--- config.mk ---
export PLATFORM = sky130hd
export DESIGN_NAME = voting_machine_n
export DESIGN_NICKNAME = d
export VERILOG_FILES = /design/src/rtl/vm_pkg.sv /design/src/rtl/vm_debounce.sv /design/src/rtl/voting_machine_n.sv
export SDC_FILE = /design/constraint.sdc
export NUM_CORES = 1
export LEC_CHECK = 0
export CAP_MARGIN = 40
export CORE_AREA = 8 8 121 123
export CTS_CLUSTER_DIAMETER = 30
export DETAILED_ROUTE_END_ITERATION = 7
export DIE_AREA = 0 0 129 131
export DONT_BUFFER_PORTS = 1
export SETUP_SLACK_MARGIN = 0.2
export SYNTH_ARGS = -nofsm -noshare
export SYNTH_HDL_FRONTEND = slang
export SYNTH_HIERARCHICAL = 1
export SYNTH_SLANG_ARGS = --single-unit
--- constraint.sdc ---
create_clock -name clk -period 5.42 [get_ports clk]
set_input_delay 0 -clock clk [delete_from_list [all_inputs] [get_ports clk]]
set_output_delay 0 -clock clk [all_outputs]
set_load 0.01 [all_outputs]
--- src/rtl/vm_pkg.sv ---
// vm_pkg: shared state encoding, index-width helper and LED constant for the voting machine
package vm_pkg;
  typedef enum logic [1:0] {IDLE, ACK, RESULT} state_t;
  localparam logic [63:0] ALL_ONES = '1;
  function automatic int cand_iw(input int n);
    return (n > 2) ? $clog2(n) : 1;
  endfunction
endpackage

--- src/rtl/vm_debounce.sv ---
// vm_debounce: per-button press filter, one valid pulse after DEBOUNCE+1 consecutive high samples
module vm_debounce #(
  parameter int DEBOUNCE = 10
) (
  input  logic clk,
  input  logic rst,
  input  logic button,
  output logic valid
);
  localparam int CW = $clog2(DEBOUNCE + 2);
  logic [CW-1:0] cnt;
  // saturating run-length counter; the pulse fires once as it passes DEBOUNCE
  always_ff @(posedge clk or negedge rst)
    if (!rst) begin
      cnt   <= '0;
      valid <= 1'b0;
    end else begin
      cnt   <= !button ? '0 : (cnt == CW'(DEBOUNCE + 1)) ? cnt : cnt + 1'b1;
      valid <= button && cnt == CW'(DEBOUNCE);
    end
endmodule

--- src/rtl/voting_machine_n.sv ---
// voting_machine_n: N-candidate ballot machine with debounce, lockout flash, result display and leader flags; VM_VOTE_CLEAR_EN enables all-button tally clear in result mode
module voting_machine_n
  import vm_pkg::*;
#(
  parameter int NUM_CAND  = 4,
  parameter int CNT_W     = 8,
  parameter int DEBOUNCE  = 10,
  parameter int FLASH_CYC = 10,
  parameter int LED_W     = 8
) (
  input  logic                             clk,
  input  logic                             rst,
  input  logic                             mode,
  input  logic [NUM_CAND-1:0]              button,
  output logic [LED_W-1:0]                 led,
  output logic                             busy,
  output logic [cand_iw(NUM_CAND)-1:0]     winner_idx,
  output logic                             tie,
  output logic                             overflow
);
  localparam int CAND_IW = cand_iw(NUM_CAND);
  localparam int FW      = $clog2(FLASH_CYC + 1);
  logic [1:0]          rst_q;
  logic                rst_i;
  logic [NUM_CAND-1:0] valid;
  logic [CAND_IW-1:0]  pick, sel, lead;
  logic                any, vote, wipe, sel_ok, tie_c, seen;
  logic [FW-1:0]       fcnt;
  logic [CNT_W-1:0]    tally [NUM_CAND];
  logic [CNT_W-1:0]    best;
  state_t              state, state_nx;
  // reset asserts at once, releases two edges after rst rises
  always_ff @(posedge clk or negedge rst)
    if (!rst) rst_q <= '0;
    else rst_q <= {rst_q[0], 1'b1};
  assign rst_i = rst_q[1];
  for (genvar i = 0; i < NUM_CAND; i++) begin : g_db
    vm_debounce #(.DEBOUNCE(DEBOUNCE)) u_db (.clk(clk), .rst(rst_i), .button(button[i]), .valid(valid[i]));
  end
  // fixed-priority arbiter: lowest index pulse wins, the rest are dropped
  always_comb begin
    pick = '0;
    for (int k = NUM_CAND - 1; k >= 0; k--) pick = valid[k] ? CAND_IW'(k) : pick;
  end
  assign any  = |valid;
  assign vote = state == IDLE && !mode && any;
`ifdef VM_VOTE_CLEAR_EN
  assign wipe = state == RESULT && &valid;
`else
  assign wipe = 1'b0;
`endif
  // session state register
  always_ff @(posedge clk or negedge rst_i)
    if (!rst_i) state <= IDLE;
    else state <= state_nx;
  // mode overrides everything; a vote opens the flash, which runs FLASH_CYC cycles
  always_comb
    state_nx = mode ? RESULT : vote ? ACK :
               (state == ACK && fcnt != FW'(FLASH_CYC - 1)) ? ACK : IDLE;
  // flash length counter, parked at zero outside ACK so each flash starts fresh
  always_ff @(posedge clk or negedge rst_i)
    if (!rst_i) fcnt <= '0;
    else fcnt <= (state == ACK) ? fcnt + 1'b1 : '0;
  // display selection lives only inside RESULT
  always_ff @(posedge clk or negedge rst_i)
    if (!rst_i) begin
      sel_ok <= 1'b0;
      sel    <= '0;
    end else if (state != RESULT || wipe) sel_ok <= 1'b0;
    else if (any) begin
      sel_ok <= 1'b1;
      sel    <= pick;
    end
  // saturating tallies with sticky overflow
  always_ff @(posedge clk or negedge rst_i)
    if (!rst_i) begin
      for (int k = 0; k < NUM_CAND; k++) tally[k] <= '0;
      overflow <= 1'b0;
    end else if (wipe) begin
      for (int k = 0; k < NUM_CAND; k++) tally[k] <= '0;
      overflow <= 1'b0;
    end else if (vote) begin
      if (&tally[pick]) overflow <= 1'b1;
      else tally[pick] <= tally[pick] + 1'b1;
    end
  // leader search: strict compare keeps the lowest index, second hit on the max flags a tie
  always_comb begin
    best  = '0;
    lead  = '0;
    tie_c = 1'b0;
    seen  = 1'b0;
    for (int k = 0; k < NUM_CAND; k++)
      if (tally[k] > best) begin
        best = tally[k];
        lead = CAND_IW'(k);
      end
    for (int k = 0; k < NUM_CAND; k++)
      if (tally[k] == best) begin
        tie_c = tie_c | seen;
        seen  = 1'b1;
      end
  end
  // leader flags lag the tallies by one cycle
  always_ff @(posedge clk or negedge rst_i)
    if (!rst_i) begin
      winner_idx <= '0;
      tie        <= 1'b0;
    end else begin
      winner_idx <= lead;
      tie        <= tie_c;
    end
  // outputs decoded straight from state so a reset clears them without a clock
  always_comb begin
    busy = state == ACK;
    led  = busy ? LED_W'(ALL_ONES) : (state == RESULT && sel_ok) ? LED_W'(tally[sel]) : '0;
  end
endmodule

## Word level (Yosys, flattened, before mapping)

Index checks and enable logic that the tools add are counted.

- Bits in registers: 67
- Bits in latches: 0
- Bits in writable memories: 0
- Memory bits (read-only): 0
- Input port bits: 7
- Output and inout port bits: 13
- Logic and storage cells: 118
- Memories: 0

- $add $sub $neg: 6
- $mul: 0
- Divide/modulo/power cells: 0
- Magnitude comparators: 7
- Equal/unequal tests: 20
- Shift operators: 0
- Muxes and demuxes: 42
- Bitwise logic cells: 6
- Reductions and logical operators: 17

Operators by type and width:

| kind | number |
|---|---|
| $mux 8 | 11 |
| $mux 4 | 9 |
| $bmux 8 s2 | 2 |
| $bwmux 32 | 1 |
| $eq 4x4->1 const B | 8 |
| $eq 8x8->1 | 4 |
| $gt 8x8->1 | 3 |
| $add 4x1->4 const B | 5 |
| $demux 8 s2 | 1 |
| $mux 2 | 7 |
| $mux 1 | 11 |
| $ne 2x2->1 const B | 5 |
| $logic_and 1x1->1 | 9 |
| $reduce_and 9->1 | 1 |
| $add 8x1->8 const B | 1 |
| $gt 8x1->1 const B | 1 |
| $reduce_and 8->1 | 1 |
| $ge 3x3->1 const B | 2 |
| $not 2->3 | 2 |
| $ne 4x4->1 const B | 1 |
| $reduce_and 2->1 | 2 |
| $reduce_or 4->1 | 1 |
| $lt 3x1->1 const B | 1 |
| $eq 2x1->1 const B | 1 |
| 6 further kinds | 8 |

## Longest topological paths before layout

Gate-level depths: netlist of run 1.

- Word-level depth: 15
- Gate-level depth with buffers: 32
- Mapped depth without buffers: 26

## Modules after synthesis

Netlist of run 1, hierarchy kept.

Modules (own cells, without submodules):

| module | times used | cells an instance | area each (um^2) | sequential area each (um^2) |
|---|---|---|---|---|
| voting_machine_n | 1 | 488 | 4486.8 | 1176.1 |
| vm_debounce | 4 | 23 | 270.3 | 125.1 |

## Worst setup path after synthesis of run 1

Ideal clock, no wire load.

- Path kind: flip-flop to flip-flop
- From: reg tally[25] (netlist name)
- To: reg tie
- Library setup time: 0.128 ns
- Arrival time: 5.257 ns
- Data required time: 5.292 ns
- Path slack: 0.035 ns
- Stages on the path, launching flop included: 29
- Buffers on the path: 6
- Clock period less this slack: 5.385 ns
- Cells stage by stage: dfrtp_1 clkbuf_1 inv_1 ha_1 nor2b_4 o211a_4 o211ai_4 buf_8 nand3_1 and2_1 ha_1 nand4_2 a211o_1 buf_6 and2_4 buf_12 a31oi_1 inv_1 ha_1 nand4_1 o21ai_0 a21boi_0 clkbuf_8 buf_6 nand2_1 a311oi_1 o311ai_1 a32oi_1 nand3_1

- Longest elaborated chain between the ends: 15
- Elaborated cells between the ends (all ways): 20
- Classes of those cells: 4 x order compare; 4 x eq/ne; 10 x mux; 2 x bitwise

Ends and longest elaborated chain:

| what | RTL line | text |
|---|---|---|
| start: declaration | voting_machine_n.sv:29 | `logic [CNT_W-1:0] tally [NUM_CAND];` |
| start signal: indexed assignment | voting_machine_n.sv:84 | `else tally[pick] <= tally[pick] + 1'b1;` |
| $gt 8x1->1 | voting_machine_n.sv:93 | `if (tally[k] > best) begin` |
| $mux 8 | voting_machine_n.sv:93 |  |
| $gt 8x8->1 | voting_machine_n.sv:93 |  |
| $mux 8 | voting_machine_n.sv:93 |  |
| $gt 8x8->1 | voting_machine_n.sv:93 |  |
| $mux 8 | voting_machine_n.sv:93 |  |
| $gt 8x8->1 | voting_machine_n.sv:93 |  |
| $mux 8 | voting_machine_n.sv:93 |  |
| $eq 8x8->1 | voting_machine_n.sv:98 | `if (tally[k] == best) begin` |
| $mux 1 (2 in series) | voting_machine_n.sv:98 |  |
| $or 1x1->1 | voting_machine_n.sv:99 | `tie_c = tie_c \| seen;` |
| $mux 1 | voting_machine_n.sv:98 |  |
| $or 1x1->1 | voting_machine_n.sv:99 |  |
| $mux 1 * | voting_machine_n.sv:98 |  |
| net tie_c | voting_machine_n.sv:27 | `logic any, vote, wipe, sel_ok, tie_c, seen;` |
| end signal: assignment | voting_machine_n.sv:110 | `tie <= tie_c;` |
| end: declaration | voting_machine_n.sv:18 | `output logic tie,` |

The timed path passes the listed nets; every way through them passes the cells marked *.
A chain may end at the register's enable or synchronous reset.

## Worst setup path after layout of run 1

Ends and elaborated chain as after synthesis.

==> metrics.yaml, run 1 <==
outcome:
  outcome: "complete, no violations"
worst_hold_path:
  min_from: "mode"
  hold_depth: 4
  hold_end: "state[0]"
  hold_path_class: "in -> reg"
timing:
  finalClockSkew_ps: 10.8
  timing.final.crit_share_pct: 96.1
  fmax_mhz: 192
  maxSlewHeadroom_pct: 47.8
  tightest_slew_ps: 781
  holdWs_ps: 68.9
  slew_viol_final: 0
  setup_ws_ps: 209
  fin_crit_ps: 5210
  rsz0062_at_grt: "true"
  setup_viol: 0
  final-hold-violation-count: 0
grt:
  antenna_found_initial: 0
  grt_use_total_pct: 18.9
  grt.overflow.total: 0
  grt_pass1_wl_um: 24400
  grt_pass1_vias: 4489
  grt_max_degree: 40
routing:
  antenna_left: 0
  avgViaCountPerCell: 5.88
  drc: 0
  firstDrtPassIters: 5
  drt-initial-drc-count: 441
  wl_per_cell_um: 20.1
  via_count: 4706
  wirelength_um: 16100
die:
  start_util_pct: 43.2
  num_rows: 42
  dieHeight_um: 131
  coreArea_sq_mm: 0.0129
  die_x_um: 129
  die_area_sq_mm: 0.0169
  ios: 20
yosys:
  synth-simple-area-share_pct: 20.5
  syn_area_per_cell_sq_um: 9.60
  ys_ff_latch: 67
  synthesis.nets: 622
  synth_ff_type: "dfrtp_1"
  netlist_top_cells_count: "67 x dfrtp_1, 52 x nand2_1, 35 x ha_1"
  syn_area_sq_mm: 0.00557
  ys_warn_count: 6
  synth_area_leader_cell: "dfrtp_1"
  synth_edf_count: 0
  yosysUniqueCellTypes: 80
  synth_top_family_by_area: "simple AND/OR/NAND/NOR gates"
  synth_seq_area_share_pct: 30.1
  synth_xor_area_share_pct: 7.24
  synth_most_common_cell: "dfrtp_1"
  synth-compound-area-share_pct: 15.3
  synth.top_cell.area_share_pct: 30.1
  synthMuxAreaShare_pct: 12.2
  syn_inst: 580
  synthTopCellsByArea: "dfrtp_1 30%, ha_1 7.9%, xnor2_1 4.7%, mux2_2 4.7%, nand2_1 3.5%"
  async_flop_share_pct: 100
  synth_fa_ha_area_share_pct: 7.87
clocking:
  cts_tree: "built"
  clkLatencyLatePin_ps: 340
  clock-sinks: 67
  cts_buffers: 9
  htreeDepth: 3
  root_buffer: "clkbuf_16"
  cts_buffer_depth: 2
  clk_pin_slew_ps: 60
place:
  io_buffer_count: 0
  dp_slack_ps: -189
  dp.final_hpwl_um: 11100
  gp_congestion: 0.963
final_layout:
  n_antenna_cell: 0
  fin_nets: 664
  area_growth_pct: 23.1
  post-route-util_pct: 53.3
  drive_above_1_share_pct: 32.0
run:
  cap_violations: 0
worst_setup_path:
  critPathMaxFanout: 7
  cp_num_buf_inv: 5
  r2r_end: "tie"
  crit_type: "reg -> reg"
  arrival_ps: 5430
  cpMostUsedCell: "ha_4"
  start_kind: "register"
  critPathMaxStageDelay_ps: 380
  crit_path_end_kind: "register"
  worst-path-stages: 26
  reg2reg_setup_slack_ps: 210
  crit_family: "compound AO/OA/AOI/OAI gates"
  rr_worst_depth: 26
  cp_slowest_cell: "dfrtp_1"
  cp_data_required_time_ps: 5640
  r2r_start: "tally[25]"
power:
  ir_drop_mv: 0.181
  cellPowerDensity_mw_per_mm2: 178
  fin_total_pwr_uw: 1220
  p_leak_uw: 0.00321
cell families (layout without fill, tap and decap cells):
family	Yosys count	after routing
other	1	1
XOR/XNOR	46	46
adder cells (fa/ha/maj)	35	35
buffers and inverters	73	115
AND/OR/NAND/NOR	192	193
AO/OA/AOI/OAI	113	115
multiplexers	53	53
flip-flops	67	67
how the worst max path moves through the flow:
stage,to,slack (ps),startpoint
2_1_floorplan,tie,200,tally[24]
3_3_place_gp,tie,-130,tally[17]
3_5_place_dp,tie,-190,tally[17]
4_1_cts,tie,210,tally[26]
5_1_grt,tie,40,tally[25]
6_report,tie,210,tally[25]
placed cells by master, fill, tap and decap left out, drive strengths merged, types with 8 or more instances in the layout:
cell and count:
a21bo 8, a21oi 27, a31oi 9, and2 11, buf 62, clkbuf 12
dfrtp 67, ha 35, inv 32, mux2 24, mux2i 21, mux4 8
nand2 56, nand2b 15, nand3 26, nand4 8, nor2 24, nor2b 13
nor4 9, o21ai 19, o22ai 9, xnor2 30, xor2 16
through the flow:
stage	TNS [ps]	std cells	cell area, sq um
finish	0	801	6860
global route	0	801	6860
CTS	0	778	6340
detailed placement	-189	752	5820
global placement	-128	752	5820
floorplan	0	580	5580
report_power, final:
part / leakage [uW] / internal (uW) / switching [uW]
sequential: 0.000882 / 510 / 14.4
clock: 0.000155 / 423 / 211
combinational: 0.00217 / 31.2 / 32.5
layout make-up:
class,instances,area [sq um]
well taps,176,220
clock buffers,12,256
clock inverters,2,60.1
repair buffers,69,572
inverters,32,120
fillers,1117,6020
multi-input cells,443,3950
flip-flops and latches,67,1680
sequential cells by signal, indices dropped and copies added, names as in the netlist:
name	count
rst_q	2
overflow	1
state	2
winner_idx	2
fcnt	4
sel	2
g_db.u_db/cnt	16
tie	1
tally	32
sel_ok	1
g_db.u_db/valid	4
worst min-delay path, cell delays in order:
cell	delay, ps
nor3_1	30
nor2b_1	160
a21oi_1	120
nor2_1	50
timing repair:
action	in CTS	in global routing
gates cloned	2	2
setup buffers	3	21
resized for setup	15	61
hold buffers	7	0
pin swaps	3	41
endpoints found under the setup margin	1	1
endpoints found under the hold margin	24	0
routing by layer:
layer  vias to the layer above  share of wire (%)  routed length, um  track usage, %
li1                       2159                  -                  -               -
met1                      2271                 42               6830            23.9
met2                       216                 47               7530            30.0
met3                        60                6.6               1060            3.98
met4                         0                4.3                700            9.74
met5                         -                  0                  0               0
No activity file was read; power rests on OpenSTA's default activity.
==> run 2: changes to the inputs <==
==> constraint.sdc (replaced) <==
create_clock -name clk -period 6 [get_ports clk]
set_input_delay 0 -clock clk [delete_from_list [all_inputs] [get_ports clk]]
set_output_delay 0 -clock clk [all_outputs]
set_load 0.01 [all_outputs]
==> run 2 against run 1 <==
Effect of this change:
- design area fell by 8.0%
- global-route usage fell by 0.47 points
- non-clock buffer count fell by 29
- flip-flop and latch count did not move
- power fell by 6.4%
- register-to-register slack improved by 240 ps
- core utilization fell by 4.2 points
- clock skew rose by 1.5 ps
==> metrics.yaml, run 2 (synthesis gave the netlist of run 1 again) <==
power:
  switching_share_pct: 21.8
  power_frac_seq_pct: 41.4
  power_frac_comb_pct: 4.6
  cellPowerDensity_mw_per_mm2: 181
  clkPwrFrac_pct: 54.0
  p_int_uw: 895
  ir_drop_mv: 0.155
  switchingPower_uw: 249
  p_leak_uw: 0.00305
timing:
  final.setup.tns_ps: 0
  timing.final.crit_share_pct: 92.5
  setup_viol: 0
  rsz0062_at_grt: "false"
  final-hold-violation-count: 0
  tightest_slew_ps: 832
  slew_viol_final: 0
  fmax_mhz: 180
  fin_crit_ps: 5550
  holdWs_ps: 76.9
  finalClockSkew_ps: 12.2
  maxSlewHeadroom_pct: 44.4
worst_setup_path:
  cpMostUsedCell: "ha_1"
  start_kind: "register"
  arrival_ps: 5820
  critPathMaxStageDelay_ps: 370
  crit_path_end_kind: "register"
  crit_type: "reg -> reg"
  cp_num_buf_inv: 4
  cp_slowest_cell: "dfrtp_1"
  critPathMaxFanout: 11
  cp_data_required_time_ps: 6270
  crit_family: "simple AND/OR/NAND/NOR gates"
die:
  die_area_sq_mm: 0.0169
  die_x_um: 129
  ios: 20
  start_util_pct: 43.2
  coreArea_sq_mm: 0.0129
  num_rows: 42
  dieHeight_um: 131
grt:
  grt_pass1_vias: 4470
  grt_use_total_pct: 18.4
  grt_pass1_wl_um: 23800
  grt_max_degree: 34
  antenna_found_initial: 0
  grt.overflow.total: 0
place:
  dpl_cell_area_sq_mm: 0.00572
  gp_congestion: 0.933
  io_buffer_count: 0
  dp.final_hpwl_um: 11000
  place_inst: 739
worst_hold_path:
  hold_path_class: "in -> reg"
final_layout:
  area_growth_pct: 13.3
  post-route-util_pct: 49.0
  final_cells: 773
  drive_above_1_share_pct: 22.8
  fin_nets: 634
  top_regs: "tally x32, g_db.u_db/cnt x16"
  largest_register_ffs: 32
  final_common_cell: "dfrtp_1"
  fin_area_sq_mm: 0.00631
  final_cell_mix: "64 x dfrtp_1, 52 x nand2_1, 35 x ha_1"
  n_antenna_cell: 0
  regMostFlops: "tally"
clocking:
  cts_buffer_depth: 2
  clock-sinks: 67
  cts_tree: "built"
  htreeDepth: 3
  cts_buffers: 9
  clkLatencyLatePin_ps: 340
  clk_pin_slew_ps: 70
  root_buffer: "clkbuf_16"
routing:
  drc: 0
  wl_per_cell_um: 19.9
  wirelength_um: 15400
  antenna_left: 0
  drt-initial-drc-count: 448
  via_count: 4539
  avgViaCountPerCell: 5.87
  firstDrtPassIters: 5
outcome:
  outcome: "complete, no violations"
run:
  cap_violations: 0
-- run 2: changes by cell type in the layout (fill, tap and decap cells not counted), sizes merged --
| cell | delta |
|---|---|
| inv | +2 |
| clkinvlp | +1 |
| clkinv | +1 |
| o211ai | -1 |
| bufinv | +1 |
| and2 | +1 |
| clkbuf | -3 |
| buf | -29 |
| nand2 | -1 |
-- run 2: timing repair --
action / CTS / global route
cloned: 0 / 3
setup buffers: 0 / 8
hold buffers: 7 / 0
resized for setup: 1 / 17
endpoints found under the hold margin: 24 / 0
pin swaps: 0 / 4
setup endpoints to repair: 1 / 1
-- run 2: cell type report --
cell class                      count  area, sq um
Clock buffer                        9          225
Clock inverter                      7          124
Sequential cell                    67         1680
Fill cell                        1188         6570
Tap cell                          176          220
Inverter                           32          120
Multi-Input combinational cell    442         3620
Timing Repair Buffer               40          319
-- run 2: metal layers --
layer	track usage, %	up-vias	wire, um	share of wire, %
li1	-	2111	-	-
met1	21.7	2190	6280	41
met2	31.2	183	7500	49
met3	3.98	55	945	6.1
met4	9.47	0	667	4.3
met5	0	-	0	0
-- run 2: final timing paths --
path | depth (start not counted) | end | slack, ps | startpoint
setup / recovery | 27 | tie | 450 | tally[31]
hold / removal | 4 | state[0] | 80 | mode
setup reg to reg | 27 | tie | 450 | tally[31]
hold reg to reg | 0 | g_db[1].u_db/valid | 320 | rst_q[1]
max in group asynchronous | 1 | tally[26] | 4760 | rst_q[1]
min in group asynchronous | 0 | g_db[1].u_db/valid | 320 | rst_q[1]
-- run 2: worst reg2reg max path, stage by stage, from the launching register on --
cell	delay (ps)
dfrtp_1	370
inv_1	150
ha_1	280
and4_2	330
nand2_4	140
o211ai_4	130
buf_4	170
a21bo_2	230
and2_1	170
ha_1	300
nand4_1	180
nor2_1	70
a211o_4	320
and2_4	240
a31oi_2	220
inv_1	80
ha_1	300
nand2_1	50
o21ai_0	160
o21ai_1	90
a21boi_2	170
buf_2	180
nor3_2	230
a221o_1	170
o21ai_0	130
nor4_2	350
a32oi_1	160
nand3_1	110
-- run 2: power groups by stage --
stage | combinational, uW | sequential, uW | clock, uW
finish | 52.7 | 474 | 618
floorplan | 34.7 | 481 | 0
global placement | 44.9 | 482 | 0
detailed placement | 46.6 | 482 | 0
global route | 59.3 | 476 | 654
CTS | 53.2 | 474 | 635
-- run 2: through the flow --
stage,total power [uW],setup WS (ps)
6_report,1140,447
3_5_place_dp,529,185
2_1_floorplan,516,615
5_1_grt,1190,159
3_3_place_gp,527,314
4_1_cts,1160,280
